`src/rtl/fetch_stage.sv`:
```
// Instruction fetch stage: owns the PC, issues one word fetch at a time to
// instruction memory, buffers returned words in a small FIFO and hands them
// to decode with valid/stall flow control. A redirect flushes in-flight work.
module fetch_stage #(
  parameter int                ADDR_W    = 32,
  parameter logic [ADDR_W-1:0] RESET_PC  = 32'h0000_1000,
  parameter int                BUF_DEPTH = 2
) (
  input  logic              clk,
  input  logic              reset,
  output logic              imem_req_valid,
  input  logic              imem_req_ready,
  output logic [ADDR_W-1:0] imem_req_addr,
  input  logic              imem_rsp_valid,
  input  logic [31:0]       imem_rsp_data,
  input  logic              redirect_valid,
  input  logic [ADDR_W-1:0] redirect_pc,
  input  logic              stall,
  output logic              if_valid,
  output logic [31:0]       if_instruction,
  output logic [ADDR_W-1:0] if_pc
);

  localparam int PTR_W = (BUF_DEPTH > 1) ? $clog2(BUF_DEPTH) : 1;
  localparam int CNT_W = $clog2(BUF_DEPTH) + 1;

  localparam logic [1:0] IDLE  = 2'd0;
  localparam logic [1:0] WAIT  = 2'd1;
  localparam logic [1:0] DRAIN = 2'd2;

  logic [1:0]        state;
  logic [ADDR_W-1:0] pc;
  logic [ADDR_W-1:0] req_pc;

  logic [31:0]       buf_data [BUF_DEPTH];
  logic [ADDR_W-1:0] buf_pc   [BUF_DEPTH];
  logic [PTR_W-1:0]  wr_ptr;
  logic [PTR_W-1:0]  rd_ptr;
  logic [CNT_W-1:0]  count;

  logic              full;
  logic              empty;
  logic              handshake;
  logic              push;
  logic              pop;
  logic [ADDR_W-1:0] redirect_target;
  logic              unused_low_bits;

  assign full            = (count == CNT_W'(BUF_DEPTH));
  assign empty           = (count == '0);
  assign redirect_target = {redirect_pc[ADDR_W-1:2], 2'b00};
  assign unused_low_bits = ^redirect_pc[1:0];

  // A request is only in flight outside IDLE, so in IDLE the outstanding
  // count is zero and issue gating reduces to "FIFO has a free slot".
  // Reset gates the request off combinationally so nothing is issued while
  // the block is held in reset.
  assign imem_req_valid = reset && (state == IDLE) && !full;
  assign imem_req_addr  = pc;
  assign handshake      = imem_req_valid && imem_req_ready;

  // A redirect kills the response of the current request and any pop.
  assign push = (state == WAIT) && imem_rsp_valid && !redirect_valid;
  assign pop  = !empty && !stall && !redirect_valid;

  assign if_valid       = !empty;
  assign if_instruction = empty ? 32'h0 : buf_data[rd_ptr];
  assign if_pc          = empty ? '0 : buf_pc[rd_ptr];

  // Request FSM: IDLE issues, WAIT collects the response, DRAIN swallows a
  // response whose request was overtaken by a redirect. A response seen in
  // DRAIN always returns to IDLE, even alongside a fresh redirect, because
  // that response is the only one that will ever come back.
  always_ff @(posedge clk or negedge reset) begin
    if (!reset) begin
      state  <= IDLE;
      req_pc <= '0;
    end else begin
      case (state)
        IDLE: begin
          if (handshake) begin
            req_pc <= pc;
            state  <= redirect_valid ? DRAIN : WAIT;
          end
        end
        WAIT: begin
          if (imem_rsp_valid)      state <= IDLE;
          else if (redirect_valid) state <= DRAIN;
        end
        DRAIN: begin
          if (imem_rsp_valid) state <= IDLE;
        end
        default: state <= IDLE;
      endcase
    end
  end

  // Fetch PC: redirect target wins, otherwise advance one word per accepted
  // request (wraps naturally at the address width).
  always_ff @(posedge clk or negedge reset) begin
    if (!reset) begin
      pc <= RESET_PC;
    end else if (redirect_valid) begin
      pc <= redirect_target;
    end else if (handshake) begin
      pc <= pc + ADDR_W'(4);
    end
  end

  // FIFO pointers and occupancy; a redirect empties the buffer outright.
  always_ff @(posedge clk or negedge reset) begin
    if (!reset) begin
      wr_ptr <= '0;
      rd_ptr <= '0;
      count  <= '0;
    end else if (redirect_valid) begin
      wr_ptr <= '0;
      rd_ptr <= '0;
      count  <= '0;
    end else begin
      if (push) wr_ptr <= wr_ptr + PTR_W'(1);
      if (pop)  rd_ptr <= rd_ptr + PTR_W'(1);
      case ({push, pop})
        2'b10:   count <= count + CNT_W'(1);
        2'b01:   count <= count - CNT_W'(1);
        default: count <= count;
      endcase
    end
  end

  // FIFO storage: the word travels together with the PC it was fetched from.
  always_ff @(posedge clk) begin
    if (push) begin
      buf_data[wr_ptr] <= imem_rsp_data;
      buf_pc[wr_ptr]   <= req_pc;
    end
  end

  // Issue gating must make a push onto a full FIFO impossible.
  assert property (@(posedge clk) disable iff (!reset) !(push && full));

endmodule

```
`config.mk`:
```
export PLATFORM = sky130hd
export DESIGN_NAME = fetch_stage
export DESIGN_NICKNAME = d
export VERILOG_FILES = /design/src/rtl/fetch_stage.sv
export SDC_FILE = /design/constraint.sdc
export NUM_CORES = 1
export LEC_CHECK = 0
export CAP_MARGIN = 25
export CORE_MARGIN = 1
export CORE_UTILIZATION = 40
export CTS_CLUSTER_SIZE = 24
export DETAILED_ROUTE_END_ITERATION = 8
export GPL_TIMING_DRIVEN = 1
export PLACE_DENSITY_LB_ADDON = 0.25
export SETUP_SLACK_MARGIN = 0.2
export SYNTH_ARGS = -nofsm -noshare
export SYNTH_HDL_FRONTEND = slang
export SYNTH_SLANG_ARGS = --single-unit
```
`constraint.sdc`:
```
create_clock -name clk -period 5.6 [get_ports clk]
set_input_delay 1.12 -clock clk [delete_from_list [all_inputs] [get_ports clk]]
set_output_delay 1.12 -clock clk [all_outputs]
set_load 0.005 [all_outputs]
```
==> results of run 1 <==
## per-layer routing
metal  global-route usage (%)  vias up  wire (um)
met5                        0        -          0
met4                     6.83        0        222
met3                     5.66       15       1330
met2                     30.4      182       9080
met1                     22.9     2675       8160
li1                         -     2557          -
## cells in the mapped netlist, drive strengths merged, types with 3 or more instances
| library cell | n | share of area [%] |
|---|---|---|
| mux2 | 26 | 3.6 |
| nor3b | 3 | 0.28 |
| nor4 | 5 | 0.39 |
| and2 | 5 | 0.39 |
| or3 | 3 | 0.23 |
| a31oi | 4 | 0.31 |
| edfxtp | 124 | 46 |
| nor4b | 4 | 0.44 |
| dfrtp | 65 | 20 |
| o211ai | 5 | 0.47 |
| xor2 | 7 | 0.76 |
| or4 | 6 | 0.56 |
| nor2b | 9 | 0.70 |
| clkbuf | 20 | 0.93 |
| and4 | 8 | 0.87 |
| a21oi | 6 | 0.37 |
| mux2i | 63 | 7.8 |
| nand3 | 27 | 1.7 |
| o21ai | 25 | 1.6 |
| inv | 6 | 0.28 |
| nand2 | 28 | 1.3 |
| nor3 | 7 | 0.44 |
| and3 | 4 | 0.31 |
| nand4 | 16 | 1.2 |
| nor2 | 75 | 3.5 |
| a22oi | 5 | 0.47 |
| a211o | 5 | 0.54 |
| buf | 19 | 1.2 |
## flip-flops by register name, indices dropped and copies added (netlist names)
register       flops
buf_data          64
buf_pc            60
count              2
imem_req_addr     30
rd_ptr             1
req_pc            30
state              2
wr_ptr             1
## worst max path at each step
stage | from | endpoint | slack (ns) | cells after the start
final | count[0] | if_pc[7] | 1.82 | 4
after global routing | count[0] | if_instruction[19] | 1.56 | 4
after CTS | count[0] | if_pc[7] | 1.70 | 4
after detailed placement | reset | imem_req_addr[16] | 1.53 | 7
after global placement | reset | imem_req_addr[16] | 1.68 | 7
after floorplan | redirect_valid | buf_data[0][0] | 1.14 | 3
## power by group through the flow
stage	Clock, mW	Combinational (mW)	Sequential [mW]
final	1.16	0.321	1.73
after global placement	0	0.310	1.75
after global routing	1.25	0.353	1.74
after detailed placement	0	0.323	1.76
after CTS	1.19	0.325	1.73
after floorplan	0	0.165	1.72
## final cells by class
type	count	area (um2)
repair buffers	171	1700
well taps	265	332
diodes	1	2.50
clock buffers	23	488
fillers	1658	9060
flip-flops and latches	190	5380
inverters	6	22.5
multi-input cells	373	2520
clock inverters	9	82.6
## cells by family (layout without fill, tap and decap cells)
family / count (synthesis) / in the layout
compound gates: 63 / 63
fa+ha+maj: 1 / 1
simple gates: 208 / 208
mux: 89 / 89
other cells: 1 / 5
xor+xnor: 8 / 8
buf+inv: 45 / 209
flops: 190 / 190
## worst max-delay path, delay by kind of cell, from the launching register on
family                 cells  cell delay, ns
buffers and inverters      2            0.92
and+or+nand+nor            2            0.85
DFF                        1            0.46
## stage by stage
step / utilization (%) / cells / total power [mW]
finish: 53.7 / 1038 / 3.21
global route: 53.7 / 1037 / 3.35
detailed placement: 50.8 / 1005 / 2.08
CTS: 53.7 / 1037 / 3.24
floorplan: - / 608 / 1.89
global placement: 50.7 / 1003 / 2.06
==> reports/metrics.cfg, run 1 <==
[synthesis]
ys_ff_latch = 190
synth.distinct_cells = 51
synth_top_family_by_area = simple AND/OR/NAND/NOR gates
synth.area.mux_share_pct = 11.5
synth_ff_type = edfxtp_1
synth_edf_count = 124
synthesis.area_um2 = 8050
synthCells = 605
synth_compound_area_share_pct = 5.16
yosysSeqAreaShare_pct = 66.8
avgSynthCellArea_um2 = 13.3
synthSimpleGateAreaFrac_pct = 13.1
yosysWarningCount = 0
synthXorXnorAreaFrac_pct = 0.870
synthArstFlopShare_pct = 34.7
synthAdderAreaFrac_pct = 0.155

[critical_path]
start_kind = flop
r2r_setup_slack_ns = 3.12
reg2reg_depth = 5
rr_endpoint = imem_req_addr[16]
path_cells = nor2_4 -> buf_4 -> nor2_1 -> clkdlybuf4s50_1
arrival_ns = 2.66
timing_worst_setup_path_type = reg2out
critPathSlowestCell = nor2_4
required_ns = 4.48
crit_path_max_fanout = 36
reg2reg_from = state[0]
critPathCaptureType = output port
slowest_delay_ns = 0.75

[die]
die_x_um = 144
fp.dieH_um = 144
start_util_pct = 41.1
rows = 51
fp.coreArea_um2 = 19600
ios = 168
dieArea_um2 = 20700

[placed_design]
hpwl_mm = 12.2
pre_cts_ws_ns = 1.53
placedInstanceArea_um2 = 9960
portBuffers = 161
place.gp.congestion = 0.842

[clock_tree]
clk_latency_ns = 0.42
ctsLongestPathBuffers = 2
cts_resized = 0
cts_hold_buf = 0
cts.sinks = 190
postCtsSetupRepairBufs = 0
h-tree-depth = 4
root_buffer = clkbuf_16
cts_buffers = 17
clk_pin_slew_ns = 0.07
cts_tree = done

[grt]
globalRouteTotalUtil_pct = 18.5
grt_first_pass_wirelength_mm = 28.8
grt_start_max_net_pins = 69
grt_antenna_before_repair = 1
grt_pass1_vias = 5546
grt_overflow = 0

[pwr]
p_sw_uw = 733
seqPwrFrac_pct = 53.8
switching_share_pct = 22.8
total_leakage_power_nw = 3.62
combinationalPowerShare_pct = 10.0
pwr-share-clk_pct = 36.2
ir_drop_mv = 0.226
p_int_mw = 2.48
power_density_nw_per_um2 = 305

[timing]
max_freq_ghz = 0.265
min_period_ns = 3.78
whs_ns = 0.462
fin_ws_ns = 1.82
max_slew_margin_pct = 37.1
rsz0062_at_grt = false
fin_crit_sh_pct = 67.5
slew_violations = 0
finClkSkew_ns = 0.0106
finalSetupViolations = 0
hold_viol = 0
final.setup.tns_ns = 0
worst_pin_slew_ns = 0.940

[drt]
drtIter0Drc = 301
via_count = 5429
ant_nets = 0
routed_wl_mm = 18.8
viasPerCell = 5.23
dr.pass1.iters = 5
routedWlPerCell_um = 18.1
drc_errors = 0

[cells_and_area]
final_net_count = 830
layout_common_cells = 159 x clkdlybuf4s50_1, 124 x edfxtp_1, 74 x nor2_1
area_growth_pct = 30.8
final_common_cell = clkdlybuf4s50_1
drive_above_1_share_pct = 9.84
final_area_um2 = 10500

[hold_path]
hold_end = buf_pc[0][7]
min_delay_path_depth = 0
hp-class = reg2reg
hp-start = req_pc[7]

[run]
drv_cap = 0

[outcome]
status = finished, final reports clean

(Power assumes the default switching activity.)
==> run 2: changes to the inputs <==
clock period = 3.1 ns   (was 5.6 ns; I/O delays follow)
==> run 2 against run 1 <==
Net effect:
- worst setup slack got worse by 1.4 ns
- clock power grew 83%
- total power increased by 81%
- die area did not move
- clock skew decreased by 0.00091 ns
- sequential cell count unchanged
- largest cell class unchanged
- sequential power is 80% higher
- utilization up 0.63 points
- highest routed layer unchanged
==> reports/metrics.cfg, run 2 (synthesis gave the netlist of run 1 again) <==
[outcome]
status = finished, final reports clean

[cells_and_area]
layout_common_cells = 159 x clkdlybuf4s50_1, 124 x edfxtp_1, 74 x nor2_1
area_growth_pct = 32.3
drive_above_1_share_pct = 11.6  ; +1.7 points
num_antenna_cells = 0  ; -1
multi_input_area_um2 = 2520  ; unchanged
regMostFlops = buf_data
top_regs = buf_data (64), buf_pc (60)
fill_cells = 1622  ; -2.2%
final_common_cell = clkdlybuf4s50_1
final_net_count = 843  ; +1.6%
largest_register_ff_count = 64  ; unchanged
final-seq-area_um2 = 5380  ; unchanged
instances_no_fill = 1050  ; +1.2%

[drt]
drc_errors = 0  ; unchanged
via_count = 5469  ; +0.74%
ant_nets = 0  ; unchanged
routedWlPerCell_um = 17.4  ; -3.7%
routed_wl_mm = 18.3  ; -2.6%
viasPerCell = 5.21  ; -0.41%
drtIter0Drc = 339  ; +13%
dr.pass1.iters = 4  ; -1

[critical_path]
worstSetupStartpoint = count[0]
timing_worst_setup_path_type = reg2out
reg2reg_from = state[0]
start_kind = flop
critPathCaptureType = output port
required_ns = 2.48  ; -2.00 ns
arrival_ns = 2.08  ; -0.58 ns
crit_path_max_fanout = 47  ; +31%

[clock_tree]
clk_latency_ns = 0.42  ; about the same
ctsLongestPathBuffers = 2  ; unchanged
cts_buffers = 17  ; unchanged
cts_hold_buf = 0  ; unchanged
cts.sinks = 190  ; unchanged
cts_tree = done
clk_pin_slew_ns = 0.07  ; about the same
h-tree-depth = 4  ; unchanged
root_buffer = clkbuf_16

[timing]
finClkSkew_ns = 0.00970  ; -0.000907 ns
max_slew_margin_pct = 46.1  ; +9.0 points
max_freq_ghz = 0.370
whs_ns = 0.0727  ; -0.389 ns
slew_violations = 0  ; unchanged
finalSetupViolations = 0  ; unchanged
min_period_ns = 2.70
hold_viol = 0  ; unchanged
final.setup.tns_ns = 0  ; unchanged
fin_ws_ns = 0.400  ; -1.42 ns
rsz0062_at_grt = false
fin_crit_sh_pct = 87.1
worst_pin_slew_ns = 0.809  ; -0.131 ns

[grt]
grt_pass1_vias = 5521  ; -0.45%
grt_antenna_before_repair = 0  ; -1
grt_first_pass_wirelength_mm = 28.6  ; -0.43%
grt_overflow = 0  ; unchanged
globalRouteTotalUtil_pct = 18.4  ; -0.13 points
grt_start_max_net_pins = 52  ; -25%

[pwr]
total_power_mw = 5.83  ; +81%
total_leakage_power_nw = 3.69  ; +2.0%
combinationalPowerShare_pct = 10.1  ; about the same
switching_share_pct = 24.0  ; +1.2 points
p_sw_mw = 1.40  ; +91%
p_int_mw = 4.43  ; +78%
power_density_nw_per_um2 = 547  ; +79%
seqPwrFrac_pct = 53.6  ; -0.2 points
pwr-share-clk_pct = 36.3  ; about the same
ir_drop_mv = 0.360  ; +60%

[placed_design]
placed_cells = 1011  ; +0.60%
place.gp.congestion = 0.779  ; -7.5%
portBuffers = 161  ; unchanged
pre_cts_ws_ns = 0.406  ; -1.12 ns
hpwl_mm = 12.5  ; +2.3%

[run]
drv_cap = 0  ; unchanged

[hold_path]
hp-class = in2async

[die]
ios = 168  ; unchanged
fp.coreArea_um2 = 19600  ; unchanged
die_x_um = 144  ; unchanged
fp.dieH_um = 144  ; unchanged
start_util_pct = 41.1  ; unchanged
dieArea_um2 = 20700  ; unchanged
rows = 51  ; unchanged

-- run 2: changes by cell type in the layout (fill, tap and decap cells not counted), sizes merged --
cell / change
clkinv: +3
clkbuf: -6
clkinvlp: -1
inv: +4
diode: -1
buf: +13
-- run 2: power groups by stage --
stage / clock, mW / sequential, mW / combinational (mW)
6_report: 2.12 / 3.12 / 0.590
5_1_grt: 2.27 / 3.15 / 0.647
4_1_cts: 2.16 / 3.12 / 0.595
3_5_place_dp: 0 / 3.18 / 0.590
3_3_place_gp: 0 / 3.16 / 0.570
2_1_floorplan: 0 / 3.11 / 0.302
-- run 2: path summary, 6_finish.rpt --
| path | cells after the start | to | slack [ns] |
|---|---|---|---|
| worst max register to register | 4 | imem_req_addr[17] | 1.00 |
| worst min register to register | 0 | buf_pc[1][29] | 0.47 |
| worst max-delay path | 4 | if_pc[24] | 0.40 |
| min in group clk | 0 | buf_pc[1][29] | 0.47 |
| max in group asynchronous | 2 | req_pc[30] | 2.08 |
| worst min-delay path | 1 | state[0] | 0.07 |
-- run 2: what timing repair did --
item                                    in CTS  in global routing
resized for setup                            0                  0
buffers inserted                             0                  7
endpoints found under the setup margin       0                 22
-- run 2: layer usage --
metal	GRT usage [%]	part of all wire, %	vias up
met5	0	0	-
met4	6.38	1.0	0
met3	4.93	7.5	15
met2	31.2	50	183
met1	22.4	41	2676
li1	-	-	2595
-- run 2: worst max-delay path: stages (launching register included) --
cell	delay [ns]
dfrtp_1	0.46
nor2_4	0.14
buf_4	0.42
nor2_1	0.10
clkdlybuf4s50_1	0.49
-- run 2: metrics by stage --
stage | cell area (um2) | utilization, %
3_3_place_gp | 10000 | 51.2
4_1_cts | 10600 | 54.1
6_report | 10700 | 54.4
3_5_place_dp | 10000 | 51.2
5_1_grt | 10700 | 54.4
2_1_floorplan | 8100 | -
-- run 2: area by class of cell --
type	instances	share of cell area, %
clock inverter	15	1.43
tap	265	3.11
sequential	190	50.5
inverter	6	0.211
timing repair buffer	184	17.0
multi-input combinational	373	23.7
clock buffer	17	3.99
